File: src/rtl/mem_arbiter_if.sv
// ---------------------------------------------------------------------------
// mem_arbiter_if
//
// Bundles every handshake and bus signal around the memory arbiter:
//   fetch port      : if_req, if_addr[13:0]            -> if_ack, if_rdata[7:0]
//   load/store port : ls_req, ls_we, ls_addr[13:0],
//                     ls_wdata[15:0]                   -> ls_ack, ls_rdata[7:0]
//   memory side     : mi_load, mi_store, mi_addr[13:0],
//                     mi_result[15:0]                  <- mi_done, mi_rdata[7:0]
//   error           : err_timeout (sticky)             <- err_clr
//
// Handshake: a requester raises *_req together with its address/data and
// keeps req high until it sees its one-cycle *_ack; it must drop req in the
// cycle after ack, otherwise the still-high req is a new request. The
// arbiter samples address/data only in the cycle it grants. Towards memory,
// mi_load/mi_store stay high with mi_addr/mi_result stable until mi_done is
// seen or the timeout expires; mi_done outside a command is ignored.
//
// Modports: master = the arbiter itself, slave = requesters plus memory.
// ---------------------------------------------------------------------------
interface mem_arbiter_if;
  logic        if_req;
  logic [13:0] if_addr;
  logic        if_ack;
  logic [7:0]  if_rdata;

  logic        ls_req;
  logic        ls_we;
  logic [13:0] ls_addr;
  logic [15:0] ls_wdata;
  logic        ls_ack;
  logic [7:0]  ls_rdata;

  logic        mi_load;
  logic        mi_store;
  logic [13:0] mi_addr;
  logic [15:0] mi_result;
  logic        mi_done;
  logic [7:0]  mi_rdata;

  logic        err_timeout;
  logic        err_clr;

  modport master (
    input  if_req, if_addr, ls_req, ls_we, ls_addr, ls_wdata,
    input  mi_done, mi_rdata, err_clr,
    output if_ack, if_rdata, ls_ack, ls_rdata,
    output mi_load, mi_store, mi_addr, mi_result, err_timeout
  );

  modport slave (
    output if_req, if_addr, ls_req, ls_we, ls_addr, ls_wdata,
    output mi_done, mi_rdata, err_clr,
    input  if_ack, if_rdata, ls_ack, ls_rdata,
    input  mi_load, mi_store, mi_addr, mi_result, err_timeout
  );
endinterface

File: src/rtl/mem_arbiter.sv
// ---------------------------------------------------------------------------
// mem_arbiter
//
// Shares the memory interface unit between the instruction-fetch port
// (read-only) and the load/store port. Each granted request becomes one
// load or store command that is held until mi_done or until the command
// has been outstanding for TIMEOUT_CYCLES cycles; the winner then gets a
// one-cycle ack with its read data. All outputs are registered.
//
// Parameters:
//   TIMEOUT_CYCLES  1..255, cycles a command may wait before it is aborted
//   FAIR            1 = round-robin on contention, 0 = load/store always wins
//
// Ports:
//   clk          rising-edge clock
//   reset_n      asynchronous active-low reset
//   bus_if       mem_arbiter_if.master (requesters, memory side, error flag)
//   dbg_state_o  current FSM state (0 IDLE, 1 WAIT, 2 ACK)
// ---------------------------------------------------------------------------
module mem_arbiter #(
  parameter int unsigned TIMEOUT_CYCLES = 255,
  parameter bit          FAIR           = 1'b1
) (
  input  logic          clk,
  input  logic          reset_n,
  mem_arbiter_if.master bus_if,
  output logic [1:0]    dbg_state_o
);

  typedef enum logic [1:0] {
    S_IDLE = 2'd0,
    S_WAIT = 2'd1,
    S_ACK  = 2'd2
  } state_e;

  // Counter value of the last WAIT cycle a command is allowed to occupy.
  localparam logic [7:0] CNT_LAST = 8'(TIMEOUT_CYCLES - 1);

  state_e      state_q, state_d;
  logic [7:0]  cnt_q, cnt_d;
  logic        last_ls_q, last_ls_d;   // 1: load/store won the last grant
  logic        win_ls_q, win_ls_d;     // 1: current transaction is load/store
  logic        mi_load_q, mi_load_d;
  logic        mi_store_q, mi_store_d;
  logic [13:0] mi_addr_q, mi_addr_d;
  logic [15:0] mi_result_q, mi_result_d;
  logic        if_ack_q, if_ack_d;
  logic        ls_ack_q, ls_ack_d;
  logic [7:0]  if_rdata_q, if_rdata_d;
  logic [7:0]  ls_rdata_q, ls_rdata_d;
  logic        err_q, err_d;
  logic        err_set;
  logic        grant_ls;

  // Winner selection; only meaningful when at least one port requests.
  always_comb begin
    grant_ls = bus_if.ls_req;
    if (bus_if.ls_req && bus_if.if_req) begin
      grant_ls = FAIR ? !last_ls_q : 1'b1;
    end
  end

  always_comb begin
    state_d     = state_q;
    cnt_d       = cnt_q;
    last_ls_d   = last_ls_q;
    win_ls_d    = win_ls_q;
    mi_load_d   = mi_load_q;
    mi_store_d  = mi_store_q;
    mi_addr_d   = mi_addr_q;
    mi_result_d = mi_result_q;
    if_ack_d    = 1'b0;
    ls_ack_d    = 1'b0;
    if_rdata_d  = if_rdata_q;
    ls_rdata_d  = ls_rdata_q;
    err_set     = 1'b0;

    case (state_q)
      S_IDLE: begin
        if (bus_if.if_req || bus_if.ls_req) begin
          win_ls_d  = grant_ls;
          last_ls_d = grant_ls;
          cnt_d     = 8'd0;
          if (grant_ls) begin
            mi_addr_d   = bus_if.ls_addr;
            mi_result_d = bus_if.ls_wdata;
            mi_load_d   = !bus_if.ls_we;
            mi_store_d  = bus_if.ls_we;
          end else begin
            mi_addr_d   = bus_if.if_addr;
            mi_result_d = 16'h0000;
            mi_load_d   = 1'b1;
            mi_store_d  = 1'b0;
          end
          state_d = S_WAIT;
        end
      end

      S_WAIT: begin
        // mi_done wins over the threshold: a late completion is still normal.
        if (bus_if.mi_done) begin
          mi_load_d  = 1'b0;
          mi_store_d = 1'b0;
          if (mi_load_q) begin
            if (win_ls_q) ls_rdata_d = bus_if.mi_rdata;
            else          if_rdata_d = bus_if.mi_rdata;
          end
          if (win_ls_q) ls_ack_d = 1'b1;
          else          if_ack_d = 1'b1;
          state_d = S_ACK;
        end else if (cnt_q == CNT_LAST) begin
          mi_load_d  = 1'b0;
          mi_store_d = 1'b0;
          if (mi_load_q) begin
            if (win_ls_q) ls_rdata_d = 8'h00;
            else          if_rdata_d = 8'h00;
          end
          if (win_ls_q) ls_ack_d = 1'b1;
          else          if_ack_d = 1'b1;
          err_set = 1'b1;
          state_d = S_ACK;
        end else begin
          cnt_d = cnt_q + 8'd1;
        end
      end

      // The ack register is high during this state; it drops by default.
      S_ACK: state_d = S_IDLE;

      default: state_d = S_IDLE;
    endcase

    // Setting the flag takes priority over clearing it.
    if (err_set)             err_d = 1'b1;
    else if (bus_if.err_clr) err_d = 1'b0;
    else                     err_d = err_q;
  end

  always_ff @(posedge clk or negedge reset_n) begin
    if (!reset_n) begin
      state_q     <= S_IDLE;
      cnt_q       <= 8'd0;
      last_ls_q   <= 1'b1;   // fetch wins the first tie after reset
      win_ls_q    <= 1'b0;
      mi_load_q   <= 1'b0;
      mi_store_q  <= 1'b0;
      mi_addr_q   <= 14'h0000;
      mi_result_q <= 16'h0000;
      if_ack_q    <= 1'b0;
      ls_ack_q    <= 1'b0;
      if_rdata_q  <= 8'h00;
      ls_rdata_q  <= 8'h00;
      err_q       <= 1'b0;
    end else begin
      state_q     <= state_d;
      cnt_q       <= cnt_d;
      last_ls_q   <= last_ls_d;
      win_ls_q    <= win_ls_d;
      mi_load_q   <= mi_load_d;
      mi_store_q  <= mi_store_d;
      mi_addr_q   <= mi_addr_d;
      mi_result_q <= mi_result_d;
      if_ack_q    <= if_ack_d;
      ls_ack_q    <= ls_ack_d;
      if_rdata_q  <= if_rdata_d;
      ls_rdata_q  <= ls_rdata_d;
      err_q       <= err_d;
    end
  end

  assign bus_if.mi_load     = mi_load_q;
  assign bus_if.mi_store    = mi_store_q;
  assign bus_if.mi_addr     = mi_addr_q;
  assign bus_if.mi_result   = mi_result_q;
  assign bus_if.if_ack      = if_ack_q;
  assign bus_if.if_rdata    = if_rdata_q;
  assign bus_if.ls_ack      = ls_ack_q;
  assign bus_if.ls_rdata    = ls_rdata_q;
  assign bus_if.err_timeout = err_q;
  assign dbg_state_o        = state_q;

endmodule

File: src/flat_wrapper.sv
// flat-port wrapper written by rule: the top's interface ports become plain ports
module mem_arbiter_flat 
#(
  parameter int unsigned TIMEOUT_CYCLES = 255,
  parameter bit          FAIR           = 1'b1
)
  (clk, reset_n, dbg_state_o, bus_if_if_req, bus_if_if_addr, bus_if_ls_req, bus_if_ls_we, bus_if_ls_addr, bus_if_ls_wdata, bus_if_mi_done, bus_if_mi_rdata, bus_if_err_clr, bus_if_if_ack, bus_if_if_rdata, bus_if_ls_ack, bus_if_ls_rdata, bus_if_mi_load, bus_if_mi_store, bus_if_mi_addr, bus_if_mi_result, bus_if_err_timeout);
  mem_arbiter_if bus_if_i ();
  input  logic clk;
  input  logic reset_n;
  output logic [1:0] dbg_state_o;
  input wire logic [$bits(bus_if_i.if_req)-1:0] bus_if_if_req;
  input wire logic [$bits(bus_if_i.if_addr)-1:0] bus_if_if_addr;
  input wire logic [$bits(bus_if_i.ls_req)-1:0] bus_if_ls_req;
  input wire logic [$bits(bus_if_i.ls_we)-1:0] bus_if_ls_we;
  input wire logic [$bits(bus_if_i.ls_addr)-1:0] bus_if_ls_addr;
  input wire logic [$bits(bus_if_i.ls_wdata)-1:0] bus_if_ls_wdata;
  input wire logic [$bits(bus_if_i.mi_done)-1:0] bus_if_mi_done;
  input wire logic [$bits(bus_if_i.mi_rdata)-1:0] bus_if_mi_rdata;
  input wire logic [$bits(bus_if_i.err_clr)-1:0] bus_if_err_clr;
  output wire logic [$bits(bus_if_i.if_ack)-1:0] bus_if_if_ack;
  output wire logic [$bits(bus_if_i.if_rdata)-1:0] bus_if_if_rdata;
  output wire logic [$bits(bus_if_i.ls_ack)-1:0] bus_if_ls_ack;
  output wire logic [$bits(bus_if_i.ls_rdata)-1:0] bus_if_ls_rdata;
  output wire logic [$bits(bus_if_i.mi_load)-1:0] bus_if_mi_load;
  output wire logic [$bits(bus_if_i.mi_store)-1:0] bus_if_mi_store;
  output wire logic [$bits(bus_if_i.mi_addr)-1:0] bus_if_mi_addr;
  output wire logic [$bits(bus_if_i.mi_result)-1:0] bus_if_mi_result;
  output wire logic [$bits(bus_if_i.err_timeout)-1:0] bus_if_err_timeout;
  assign bus_if_i.if_req = bus_if_if_req;
  assign bus_if_i.if_addr = bus_if_if_addr;
  assign bus_if_i.ls_req = bus_if_ls_req;
  assign bus_if_i.ls_we = bus_if_ls_we;
  assign bus_if_i.ls_addr = bus_if_ls_addr;
  assign bus_if_i.ls_wdata = bus_if_ls_wdata;
  assign bus_if_i.mi_done = bus_if_mi_done;
  assign bus_if_i.mi_rdata = bus_if_mi_rdata;
  assign bus_if_i.err_clr = bus_if_err_clr;
  assign bus_if_if_ack = bus_if_i.if_ack;
  assign bus_if_if_rdata = bus_if_i.if_rdata;
  assign bus_if_ls_ack = bus_if_i.ls_ack;
  assign bus_if_ls_rdata = bus_if_i.ls_rdata;
  assign bus_if_mi_load = bus_if_i.mi_load;
  assign bus_if_mi_store = bus_if_i.mi_store;
  assign bus_if_mi_addr = bus_if_i.mi_addr;
  assign bus_if_mi_result = bus_if_i.mi_result;
  assign bus_if_err_timeout = bus_if_i.err_timeout;
  mem_arbiter #(.TIMEOUT_CYCLES(TIMEOUT_CYCLES), .FAIR(FAIR)) u_core (.clk(clk), .reset_n(reset_n), .bus_if(bus_if_i), .dbg_state_o(dbg_state_o));
endmodule
File: config.mk
export PLATFORM = sky130hd
export DESIGN_NAME = mem_arbiter_flat
export DESIGN_NICKNAME = d
export VERILOG_FILES = /design/src/rtl/mem_arbiter_if.sv /design/src/rtl/mem_arbiter.sv /design/src/flat_wrapper.sv
export SDC_FILE = /design/constraint.sdc
export NUM_CORES = 1
export LEC_CHECK = 0
export ABC_AREA = 1
export CORE_MARGIN = 3
export CORE_UTILIZATION = 44
export CTS_CLUSTER_SIZE = 40
export DETAILED_ROUTE_END_ITERATION = 8
export PLACE_DENSITY_LB_ADDON = 0.2
export SLEW_MARGIN = 20
export SYNTH_ARGS = -nofsm -noshare
export SYNTH_HDL_FRONTEND = slang
export SYNTH_SLANG_ARGS = --single-unit
File: constraint.sdc
create_clock -name clk -period 2.14 [get_ports clk]
set_clock_uncertainty 0.15 [all_clocks]
set_input_delay 0.214 -clock clk [delete_from_list [all_inputs] [get_ports clk]]
set_output_delay 0.214 -clock clk [all_outputs]
set_load 0.02 [all_outputs]
==> results.yml <==
route:
  vias: 2650
  drc: 0
  wl_per_cell_um: 13.70
  initialDrtViolationCount: 121
  route.met2.wl_um: 3504
  antenna_left: 0
  met1_length_um: 3199
  dr_wl_met3_um: 460
  wirelength_um: 7300
  highest_layer: "met4"
  viasPerCell: 4.972
  drt_first_pass_iters: 4
logic_synthesis:
  synthFlopType: "dfrtp_1"
  ys_types: 29
  avgSynthCellArea_um2: 8.632
  synth_edf_count: 0
  syn_area_um2: 2909
  yosys.area_share.simple_pct: 30.58
  synth_top_family_by_area: "simple AND/OR/NAND/NOR gates"
  synth_top_cells_by_area: "dfrtp_1 (53%), nand2_1 (14%), nand3_1 (4.6%)"
  synthAdderAreaFrac_pct: 0.8602
  synth_top_area_share_pct: 53.33
  synth.most_common_cell: "nand2_1"
  synth_commonest_cells: "nand2_1 (110), dfrtp_1 (62), nand3_1 (27)"
  synth-compound-area-share_pct: 7.226
  ys_seq_elements: 63
  synth_largest_area_cell: "dfrtp_1"
  syn_nets: 398
  yosysSeqAreaShare_pct: 54.24
  synthArstFlopShare_pct: 100.0
  synthXorXnorAreaFrac_pct: 0.6022
  synth_cells: 337
  yosys_warnings: 0
  synthMuxAreaShare_pct: 0
worst_setup_path:
  crit_slowest_cell: "clkdlybuf4s50_1"
  critPathRequiredTime_ns: 1.78
  path_class: "reg2out"
  cp_max_fo: 5
  end_kind: "output pin"
  cp_num_buf_inv: 1
  start_kind: "flip-flop"
  path_cells: "clkdlybuf4s50_1"
  slowest_delay_ns: 0.68
  critical_path_arrival_ns: 1.48
  critical-path-top-delay-family: "buffers and inverters"
cells_and_area:
  stdcell_area_um2: 4294
  nNetsFinal: 514
  area_growth_syn_to_layout_pct: 47.61
  drive_gt1_share_pct: 8.952
  n_antenna_cell: 0
  nFillCells: 516
run:
  maxCapViolCount: 0
clock_network:
  cts_max_level: 3
  cts_sinks: 63
  clk-insertion-delay-late_ns: 0.32
  path_clk_slew_ns: 0.06
  cts_made_buffers: 9
  clk_path_buf_depth: 2
  tritoncts: "done"
  cts-root-buf: "clkbuf_8"
sta:
  slew_viol_final: 0
  rsz0062_at_grt: "false"
  setup-tns-final_ns: 0
  layout_min_cycle_time_ns: 1.844
  worst_slew_pin_slew_ns: 0.3676
  fin_crit_sh_pct: 86.17
  fmax_ghz: 0.5423
  setup_viol: 0
  finalHoldViolations: 0
  maxSlewHeadroom_pct: 75.42
global_route:
  grt_max_degree: 64
  grt_pass1_wl_um: 12300
  grt_pass1_vias: 2594
  grtUsageTotal_pct: 20.86
  gr-total-overflow: 0
  antenna_found_initial: 0
hold_path:
  holdCritPathClass: "in2async"
outcome:
  status: "completed"
power_and_ir_drop:
  leakage_nw: 2.033
  total_power_mw: 5.672
  power_density_nw_per_um2: 1321
  peakVddDrop_mv: 0.7686
placed_design:
  portBuffers: 111
  placed_area_um2: 4094
  dp_hpwl_um: 5376
  gp_congestion: 0.8941
die:
  initial_core_util_pct: 47.18
  coreArea_um2: 6166
  pin_count: 112
  die_x_um: 87.31
  rows: 28
  die_h_um: 87.31
  dieArea_um2: 7623
-- sequential cells by signal, summed over array words and instances, names as in the netlist --
name / count
u_core.last_ls_q: 1
u_core.bus_if.mi_addr: 14
u_core.bus_if.mi_store: 1
u_core.bus_if.ls_ack: 1
u_core.bus_if.mi_load: 1
u_core.cnt_q: 8
u_core.bus_if.if_rdata: 8
u_core.bus_if.ls_rdata: 8
u_core.bus_if.if_ack: 1
u_core.dbg_state_o: 2
u_core.win_ls_q: 1
u_core.bus_if.err_timeout: 1
u_core.bus_if.mi_result: 16
-- per-stage QoR --
step                      instances  utilization, %  worst slack (ns)  hold slack, ns
after floorplan                 337               -            0.5655         -0.2316
after global placement          516           66.40            0.3644          0.1004
after detailed placement        516           66.40            0.3242          0.1022
after CTS                       533           69.64            0.2809          0.2750
after global routing            533           69.64            0.1412          0.2943
final                           533           69.64            0.2959          0.2756
-- cell families (layout without fill, tap and decap cells) --
family | Yosys count | count (layout)
and+or+nand+nor | 190 | 190
buffers and inverters | 39 | 160
AOI/OAI and AO/OA | 41 | 41
xor gates and xnor gates | 2 | 2
adders and majority gates | 2 | 2
DFF | 63 | 63
-- metal layers --
metal	vias up	GRT usage, %
li1	1324	-
met2	88	32.60
met1	1226	27.22
met4	0	8.647
met5	-	0
met3	12	5.866
-- power by group --
group          internal [mW]  leakage [nW]  switching [mW]  total, mW
Sequential              1.67         0.814           0.300       1.97
Clock                  0.550        0.0970           0.418      0.968
Combinational           1.20          1.12            1.53       2.73
-- placed cells by master, fill, tap and decap left out, types with 2 or more instances in the layout --
master | netlist | final
nor2_4 | 3 | 3
nand3_4 | 2 | 2
o21ai_0 | 20 | 20
o21ai_1 | 16 | 16
xor2_1 | 2 | 2
nand2_2 | 5 | 5
dfrtp_1 | 62 | 62
buf_4 | 0 | 5
clkdlybuf4s50_1 | 0 | 110
a21oi_1 | 3 | 3
buf_12 | 0 | 2
inv_1 | 20 | 20
ha_1 | 2 | 2
inv_2 | 3 | 3
nand2_1 | 110 | 110
nand3_1 | 27 | 27
clkbuf_1 | 2 | 3
clkbuf_8 | 0 | 13
nor2_1 | 22 | 22
nand4_1 | 16 | 16
-- final timing paths --
path / slack [ns] / cells after the start / endpoint / start
max: 0.30 / 1 / dbg_state_o[1] / u_core.dbg_state_o[1]
min: 0.28 / 3 / u_core.bus_if.mi_addr[5] / reset_n
max reg2reg: 0.33 / 9 / u_core.cnt_q[7] / u_core.cnt_q[0]
min reg2reg: 0.31 / 2 / u_core.last_ls_q / u_core.last_ls_q
max in group asynchronous: 1.26 / 3 / u_core.last_ls_q / reset_n
min in group clk: 0.29 / 3 / u_core.bus_if.mi_result[3] / bus_if_ls_wdata[3]
-- cell type report --
type	instances	area, um^2	area share, %
Tap cell	75	93.84	2.185
Inverter	25	96.34	2.244
Sequential cell	63	1578	36.74
Clock buffer	16	190.2	4.429
Timing Repair Buffer	119	1194	27.80
Multi-Input combinational cell	235	1142	26.60
-- timing repair --
item	4_1_cts	5_1_grt
setup buffers	0	0
setup endpoints to repair	0	0
hold buffers	1	0
resized for setup	0	0
endpoints found under the hold margin	62	0
Power figures use the tool's default switching activity.
